**config.mk**
```make
export PLATFORM = sky130hd
export DESIGN_NAME = uart_tx
export DESIGN_NICKNAME = d
export VERILOG_FILES = /design/src/rtl/uart_tx.sv
export SDC_FILE = /design/constraint.sdc
export NUM_CORES = 1
export LEC_CHECK = 0
export CAP_MARGIN = 10
export CORE_MARGIN = 2
export CORE_UTILIZATION = 44
export DETAILED_ROUTE_END_ITERATION = 6
export SLEW_MARGIN = 20
export SYNTH_ARGS = -nofsm -noshare
export SYNTH_HDL_FRONTEND = slang
export SYNTH_SLANG_ARGS = --single-unit
```
**constraint.sdc**
```tcl
create_clock -name clk -period 4.42 [get_ports clk]
set_input_delay 0.884 -clock clk [delete_from_list [all_inputs] [get_ports clk]]
set_output_delay 0.884 -clock clk [all_outputs]
set_load 0.02 [all_outputs]
```
**src/rtl/uart_tx.sv**
```systemverilog
// 8N1 UART transmitter: accepts a byte on a ready/valid handshake and shifts it out
// LSB first between a low start bit and a high stop bit on a registered serial line.
module uart_tx #(
    parameter int CLOCK_FREQ = 125_000_000,
    parameter int BAUD_RATE  = 115_200
) (
    input  logic       clk,
    input  logic       rst,
    input  logic [7:0] data_in,
    input  logic       data_in_valid,
    output logic       data_in_ready,
    output logic       serial_out
);

    localparam int SYMBOL_EDGE_TIME = CLOCK_FREQ / BAUD_RATE;
    localparam int CLK_CNT_W        = $clog2(SYMBOL_EDGE_TIME);
    localparam logic [CLK_CNT_W-1:0] CNT_LAST = CLK_CNT_W'(SYMBOL_EDGE_TIME - 1);

    generate
        if (SYMBOL_EDGE_TIME < 2) begin : g_bad_rate
            $error("uart_tx: CLOCK_FREQ/BAUD_RATE must be at least 2 clocks per bit");
        end
    endgenerate

    typedef enum logic [1:0] {
        IDLE,
        START,
        DATA,
        STOP
    } state_t;

    state_t                 r_state;
    state_t                 w_state_next;
    logic [CLK_CNT_W-1:0]   r_clk_cnt;
    logic [CLK_CNT_W-1:0]   w_clk_cnt_next;
    logic [2:0]             r_bit_idx;
    logic [2:0]             w_bit_idx_next;
    logic [9:0]             r_frame;
    logic [9:0]             w_frame_next;
    logic                   r_ready;
    logic                   w_ready_next;
    logic                   r_serial;
    logic                   w_serial_next;
    logic                   w_bit_end;
    logic [3:0]             w_data_pos;

    assign w_bit_end  = (r_clk_cnt == CNT_LAST);
    // Frame bit 0 is the start bit, so data bit n lives at frame position n+1.
    assign w_data_pos = {1'b0, r_bit_idx} + 4'd1;

    always_ff @(posedge clk or posedge rst) begin
        if (rst) begin
            r_state   <= IDLE;
            r_clk_cnt <= '0;
            r_bit_idx <= '0;
            r_frame   <= '0;
            r_ready   <= 1'b1;
            r_serial  <= 1'b1;
        end else begin
            r_state   <= w_state_next;
            r_clk_cnt <= w_clk_cnt_next;
            r_bit_idx <= w_bit_idx_next;
            r_frame   <= w_frame_next;
            r_ready   <= w_ready_next;
            r_serial  <= w_serial_next;
        end
    end

    // The line register takes the level belonging to the current state, so the line
    // trails the state by one clock and the first low appears the edge after accept.
    always_comb begin
        w_state_next   = r_state;
        w_clk_cnt_next = r_clk_cnt;
        w_bit_idx_next = r_bit_idx;
        w_frame_next   = r_frame;
        w_serial_next  = 1'b1;

        case (r_state)
            IDLE: begin
                w_clk_cnt_next = '0;
                w_bit_idx_next = '0;
                if (data_in_valid && r_ready) begin
                    w_frame_next = {1'b1, data_in, 1'b0};
                    w_state_next = START;
                end
            end
            START: begin
                w_serial_next = r_frame[0];
                if (w_bit_end) begin
                    w_clk_cnt_next = '0;
                    w_state_next   = DATA;
                end else begin
                    w_clk_cnt_next = r_clk_cnt + CLK_CNT_W'(1);
                end
            end
            DATA: begin
                w_serial_next = r_frame[w_data_pos];
                if (w_bit_end) begin
                    w_clk_cnt_next = '0;
                    w_bit_idx_next = r_bit_idx + 3'd1;
                    if (r_bit_idx == 3'd7) begin
                        w_state_next = STOP;
                    end
                end else begin
                    w_clk_cnt_next = r_clk_cnt + CLK_CNT_W'(1);
                end
            end
            STOP: begin
                w_serial_next = r_frame[9];
                if (w_bit_end) begin
                    w_clk_cnt_next = '0;
                    w_state_next   = IDLE;
                end else begin
                    w_clk_cnt_next = r_clk_cnt + CLK_CNT_W'(1);
                end
            end
            default: begin
                w_state_next   = IDLE;
                w_clk_cnt_next = '0;
                w_bit_idx_next = '0;
            end
        endcase

        w_ready_next = (w_state_next == IDLE);
    end

    assign data_in_ready = r_ready;
    assign serial_out    = r_serial;

endmodule

```
Word level (Yosys, flattened, before mapping)
Index checks and enable logic that the tools add are counted.
- bits in registers: 27
- bits of input ports: 11
- logic and storage cells: 36
- add/sub/neg operators: 3
- $lt $le $gt $ge: 1
- eq/ne operators: 6
- mux-type cells: 13
- reduce and logical (&&, ||, !) cells: 7
- operators by type and width (operator ; number):
    $pmux 11 s2 ; 1
    $add 11x1->11 const B ; 1
    $eq 11x11->1 const B ; 1
    $mux 11 ; 1
    $mux 2 ; 5
    $pmux 2 s4 ; 1
    $pmux 3 s2 ; 1
    $lt 4x5->1 const B ; 1
    $add 3x1->4 const B ; 1
    $bmux 1 s4 ; 1
    $eq 2x2->1 const B ; 2
    $logic_not 2->1 ; 2
    $reduce_and 2->1 ; 2
    $add 3x1->3 const B ; 1
    $eq 3x3->1 const B ; 1
    $mux 3 ; 1
    $pmux 1 s3 ; 1
    $reduce_or 3->1 ; 1
    $eq 2x1->1 const B ; 1
    $ne 2x2->1 const B ; 1
    $reduce_bool 2->1 ; 1
    $logic_and 1x1->1 ; 1
    $mux 1 ; 1

Depth between registers and ports, before layout
Gate-level depths: netlist (run 1).
- depth in word-level cells: 5
- gate-level depth with buffers: 6
- depth with buffers taken out: 6

Least setup slack after synthesis (run 1)
OpenSTA, ideal clock, no wires.
- path kind: register to register
- start point: register r_clk_cnt[0]
- end point: register r_clk_cnt[1]
- arrival: 1.555 ns
- path slack: 2.746 ns
- stages on the path, launching flop included: 6
- path buffers: 0
- cells stage by stage: dfrtp_1 inv_1 ha_1 or3b_4 or3_4 and3_1
- word-level cells in the longest chain between the ends: 3
- elaborated cells between the ends (all ways): 4
- those cells by class: 1 x add/sub; 1 x eq/ne; 2 x mux
- ends and longest elaborated chain (item ; RTL line ; text):
    from (decl) ; 34 ; logic [CLK_CNT_W-1:0] r_clk_cnt;
    from (signal assigned) ; 61 ; r_clk_cnt <= w_clk_cnt_next;
    $add 11x1->11 / $eq 11x11->1 (equally long branches) ; - ;
    $mux 11 * ; 89, 98, 110 ;
    $pmux 11 s2 * ; 78 ; case (r_state)
    via w_clk_cnt_next[1] ; 35 ; logic [CLK_CNT_W-1:0] w_clk_cnt_next;
Mark *: on every way through the listed nets, which the timed path passes. The rest lies on a longest branch.
A chain may end at the register's enable or synchronous reset.

Final worst setup path (run 1)
- start point: register r_ready, in the netlist data_in_ready
- end point: output data_in_ready
- RTL lines (item ; RTL line ; text):
    from (decl) ; 40 ; logic r_ready;
    from (signal assigned) ; 64 ; r_ready <= w_ready_next;
    to (decl) ; 11 ; output logic data_in_ready,
No word-level cell between the ends.

==> results.toml, run 1 <==
[worst_setup_path]
crit_chain = "clkdlybuf4s50_1"
cp.required_ps = 3540
slowest_stage = "clkdlybuf4s50_1"
crit_type = "flop to output port"
worst-path-max-fanout = 2
cp.arrival_ps = 1470
endpoint_kind = "output port"
critPathBufInv = 1
max_stage_delay_ps = 590
cp_top_family = "buffers and inverters"
startpoint_type = "flop"

[sta]
drv_slew = 0
final_hold_viol_count = 0
rsz0062_at_grt = "false"
max_slew.worst_pin.slew_ps = 966
finalSetupViolCount = 0
tns_ps = 0
worst_clock_skew_ps = 1.23
finalCriticalPeriod_ps = 2350
slew_headroom = 0.352
fin_crit_sh = 0.532
clock.fmax_mhz = 426

[outcome]
status = "complete, no violations"

[route]
drt-total-wl_um = 2330
drtIter0Drc = 12
antenna_left = 0
routedWlPerCell_um = 13.7
post-route-drc-count = 0
first_pass_iters = 3
num_vias = 909
routed_via_density = 5.35

[global_route]
grt_use_met1 = 0.215
grtUsageMet3 = 0.0328
grt_start_max_net_pins = 28
antenna_found_initial = 0
track_usage = 0.157
grtUsageMet2 = 0.231
grt.overflow.total = 0
busiest_layer = "met2"
grt_pass1_vias = 905
grt_first_pass_wirelength_um = 4040

[power]
finalPower_uw = 367
power.leakage_nw = 0.660
ir_drop_uv = 89.1
power.density_nw_per_um2 = 243

[hold_path]
hp-class = "flop to flop"

[synthesis]
synth_ff_type = "dfrtp_1"
synth.cell_area_um2 = 1350
seq_area_frac_synth = 0.502
ys_warn_count = 0
netlist_instances = 126
synth_seq_cells = 27
yosys-top-cells-area = "dfrtp_1, mux2_2, xnor2_1"
ys_top_cells_by_count = "dfrtp_1, nand2_1, nor2_1"
async_flop_share = 1.00
synth_cell_types = 37
syn_avg_cell_area_um2 = 10.7
synth_top_area_share = 0.463
syn_nets = 141
synth_enable_flop_cells = 0
yosysMostFrequentCell = "dfrtp_1"
synth_largest_area_cell = "dfrtp_1"

[flow_run]
drv_cap = 0

[floorplanning]
core_um2 = 2980
die_h_um = 59.4
start_util = 0.453
io_pins = 13
std_cell_rows = 20
die_x_um = 59.4
die_area_um2 = 3530

[final_layout]
num_antenna_cells = 0
nets = 153
area_growth_pct = 12.2
filler_cell_count = 265
seqCellArea_um2 = 678
drive_above_1_share = 0.168
multiInputGateArea_um2 = 623

[clock_network]
postCtsSetupBuffers = 0
clkLatencyLatePin_ps = 320
cts_sinks = 27
cts-root-buf = "clkbuf_4"
htree_levels = 1
path_clk_slew_ps = 140
ctsLongestPathBuffers = 2
hold_buffers = 0
cts_buffers = 3
ctsResizeCount = 0
tritoncts = "yes"

[place]
dp_hpwl_um = 1670
gp_congestion = 0.757
port_buffers = 12
==> metrics by stage <==
step           instance area (um2)  setup slack [ps]  std cells  utilization  hold slack [ps]
4_1_cts                       1520              2050        170        0.509              487
3_3_place_gp                  1490              1830        166        0.500              455
5_1_grt                       1520              2000        170        0.509              515
6_report                      1520              2070        170        0.509              484
2_1_floorplan                 1350              2750        126            -              439
3_5_place_dp                  1490              1820        166        0.500              454
==> power breakdown <==
part,switching [mW],internal (mW),leakage (nW)
combinational,0.00559,0.00770,0.295
sequential,0,0.247,0.350
clock,0.0716,0.0354,0.0150
total,0.0772,0.290,0.660
==> kinds of logic (layout without fill, tap and decap cells) <==
family          Yosys count  after routing  share of synthesized area
compound gates           13             13                     0.0751
xor+xnor                 10             10                     0.0649
fa+ha+maj                 4              4                     0.0371
buf+inv                  12             23                     0.0361
flops                    27             27                      0.502
mux                       8              8                     0.0667
simple gates             52             52                      0.218
==> placed cells by master, fill, tap and decap left out, types with 3 or more instances in the layout <==
| cell | n |
|---|---|
| ha_1 | 4 |
| dfrtp_1 | 25 |
| inv_1 | 6 |
| clkbuf_4 | 3 |
| mux2_2 | 8 |
| nand3_1 | 9 |
| nand2_1 | 13 |
| nor3_1 | 3 |
| nor2_1 | 13 |
| clkdlybuf4s50_1 | 12 |
| xnor2_1 | 8 |
==> layout make-up <==
type                            instances  area share
Inverter                                7      0.0173
Multi-Input combinational cell         87       0.411
Clock buffer                            4      0.0173
Timing Repair Buffer                   12      0.0793
Tap cell                               33      0.0273
Sequential cell                        27       0.448
==> registers in the layout, indices dropped and copies added (netlist names) <==
signal         flops
r_clk_cnt         11
r_state            2
r_frame            9
r_bit_idx          3
data_in_ready      1
serial_out         1
==> routing by layer <==
layer | wire length (um) | share of wire
met5 | 0 | 0
met1 | 1150 | 0.49
met3 | 74 | 0.032
met2 | 1060 | 0.46
met4 | 49 | 0.021
==> worst paths after layout <==
kind,slack [ps],cells after the start,to,start
max,2070,1,data_in_ready,data_in_ready$_DFF_PP1_
min,480,1,r_frame[9]$_DFFE_PP0P_,r_frame[9]$_DFFE_PP0P_
max reg2reg,2220,3,r_frame[2]$_DFFE_PP0P_,r_state[0]$_DFF_PP0_
min reg2reg,480,1,r_frame[9]$_DFFE_PP0P_,r_frame[9]$_DFFE_PP0P_
max in group asynchronous,3030,2,r_frame[3]$_DFFE_PP0P_,rst
min in group asynchronous,940,2,r_frame[6]$_DFFE_PP0P_,rst
Note: power is estimated with default switching activity, not from simulation.
==> run 2, diff against run 1 <==
Clock period 4.42 ns to 2.2 ns, I/O delays scaled along.
==> results.toml, run 2 (synthesis gave the netlist of run 1 again) <==
[outcome]
status = "complete, no violations"

[clock_network]
cts-root-buf = "clkbuf_4"
cts_sinks = 27
cts_buffers = 3
clkLatencyLatePin_ps = 330
tritoncts = "yes"
path_clk_slew_ps = 160
ctsResizeCount = 0
hold_buffers = 0
ctsLongestPathBuffers = 2
htree_levels = 1
postCtsSetupBuffers = 0

[floorplanning]
die_area_um2 = 3530
std_cell_rows = 20
start_util = 0.453
core_um2 = 2980
die_x_um = 59.4
io_pins = 13
die_h_um = 59.4

[worst_setup_path]
reg2reg_depth = 6
r2r_start = "r_clk_cnt[0]$_DFF_PP0_"
cp_top_family = "buffers and inverters"
r2r_slack_ps = 420
cp.required_ps = 1760
rr_endpoint = "r_clk_cnt[9]$_DFF_PP0_"
crit_type = "flop to output port"
crit_chain = "clkdlybuf4s50_1"
cp-endpoint = "serial_out"
startpoint_type = "flop"
cp.depth = 1
critPathBufInv = 1
endpoint_kind = "output port"
max_stage_delay_ps = 590
cp.arrival_ps = 1470
crit_start = "serial_out$_DFF_PP1_"
worst-path-max-fanout = 1
slowest_stage = "clkdlybuf4s50_1"

[final_layout]
num_antenna_cells = 0
top_register = "r_clk_cnt"
area_growth_pct = 14.2
final_cell_count_no_fill = 173
final_cell_mix = "dfrtp_1, nand2_1, nor2_1, clkdlybuf4s50_1, nand3_1"
drive_above_1_share = 0.193
final_common_cell = "dfrtp_1"
reg.largest.list = "r_clk_cnt (11), r_frame (9), r_bit_idx (3)"
filler_cell_count = 280
largest_reg_flops = 11
nets = 156

[power]
power.density_nw_per_um2 = 486
ir_drop_uv = 244
finalPower_uw = 749
power.leakage_nw = 0.677

[route]
routedWlPerCell_um = 13.7
antenna_left = 0
drt-total-wl_um = 2380
drtIter0Drc = 25
first_pass_iters = 4
num_vias = 916
post-route-drc-count = 0
routed_via_density = 5.29

[flow_run]
drv_cap = 0

[global_route]
track_usage = 0.160
grt_pass1_vias = 941
grt_first_pass_wirelength_um = 4280
grt.overflow.total = 0
grt_start_max_net_pins = 28
antenna_found_initial = 0

[sta]
final_hold_viol_count = 0
tns_ps = 0
worst_clock_skew_ps = 15.9
holdWs_ps = 448
finalSetupViolCount = 0
rsz0062_at_grt = "false"
drv_slew = 0
clock.fmax_mhz = 523
max_slew.worst_pin.slew_ps = 345
finalCriticalPeriod_ps = 1910
slew_headroom = 0.770
fin_crit_sh = 0.869

[place]
port_buffers = 12
placedCellCount = 169
dp_hpwl_um = 1680
gp_congestion = 0.736

[hold_path]
hp-class = "primary input to asynchronous set/reset pin"
## run 2: cell count changes in the layout (fill, tap and decap cells not counted), sizes merged
cell and delta:
clkinv -1, inv +1, buf +3, clkinvlp +1, clkbuf -1
## run 2: metrics by stage
stage / utilization / worst slack (ps) / instance area [um2]
global placement: 0.508 / 487 / 1510
global route: 0.518 / 233 / 1540
finish: 0.518 / 289 / 1540
floorplan: - / 526 / 1350
detailed placement: 0.508 / 453 / 1510
CTS: 0.518 / 272 / 1540
## run 2: worst min path at each step
| stage | end | slack, ps | depth (start not counted) |
|---|---|---|---|
| after detailed placement | r_frame[9]$_DFFE_PP0P_ | 460 | 1 |
| final | r_frame[7]$_DFFE_PP0P_ | 450 | 3 |
| after floorplan | r_frame[9]$_DFFE_PP0P_ | 440 | 1 |
| after CTS | r_frame[7]$_DFFE_PP0P_ | 460 | 3 |
| after global routing | r_frame[7]$_DFFE_PP0P_ | 490 | 3 |
| after global placement | r_frame[9]$_DFFE_PP0P_ | 460 | 1 |
## run 2: tightest hold or removal path: cells and delay by family
kind	cells	cell delay, ps
buffers and inverters	3	770
## run 2: cell type report
class | count | area (um2) | share of cell area
clock inverter | 1 | 7.51 | 0.00487
multi-input combinational | 87 | 623 | 0.404
clock buffer | 3 | 22.5 | 0.0146
sequential | 27 | 678 | 0.440
timing repair buffer | 15 | 143 | 0.0925
tap | 33 | 41.3 | 0.0268
inverter | 7 | 26.3 | 0.0170
## run 2: metal layers
layer | global-route usage | vias up | share of wire | wire length, um
met2 | 0.226 | 13 | 0.43 | 1030
met1 | 0.245 | 442 | 0.52 | 1250
met3 | 0.0328 | 2 | 0.035 | 84
li1 | - | 459 | - | -
met5 | 0 | - | 0 | 0
met4 | 0.0487 | 0 | 0.0067 | 16
## run 2: power breakdown
group          internal, mW  leakage [nW]  switching [mW]  total (mW)
Sequential            0.497         0.350               0       0.497
Combinational        0.0167         0.313          0.0115      0.0281
Clock                0.0695        0.0139           0.155       0.224
Total                 0.583         0.677           0.166       0.749
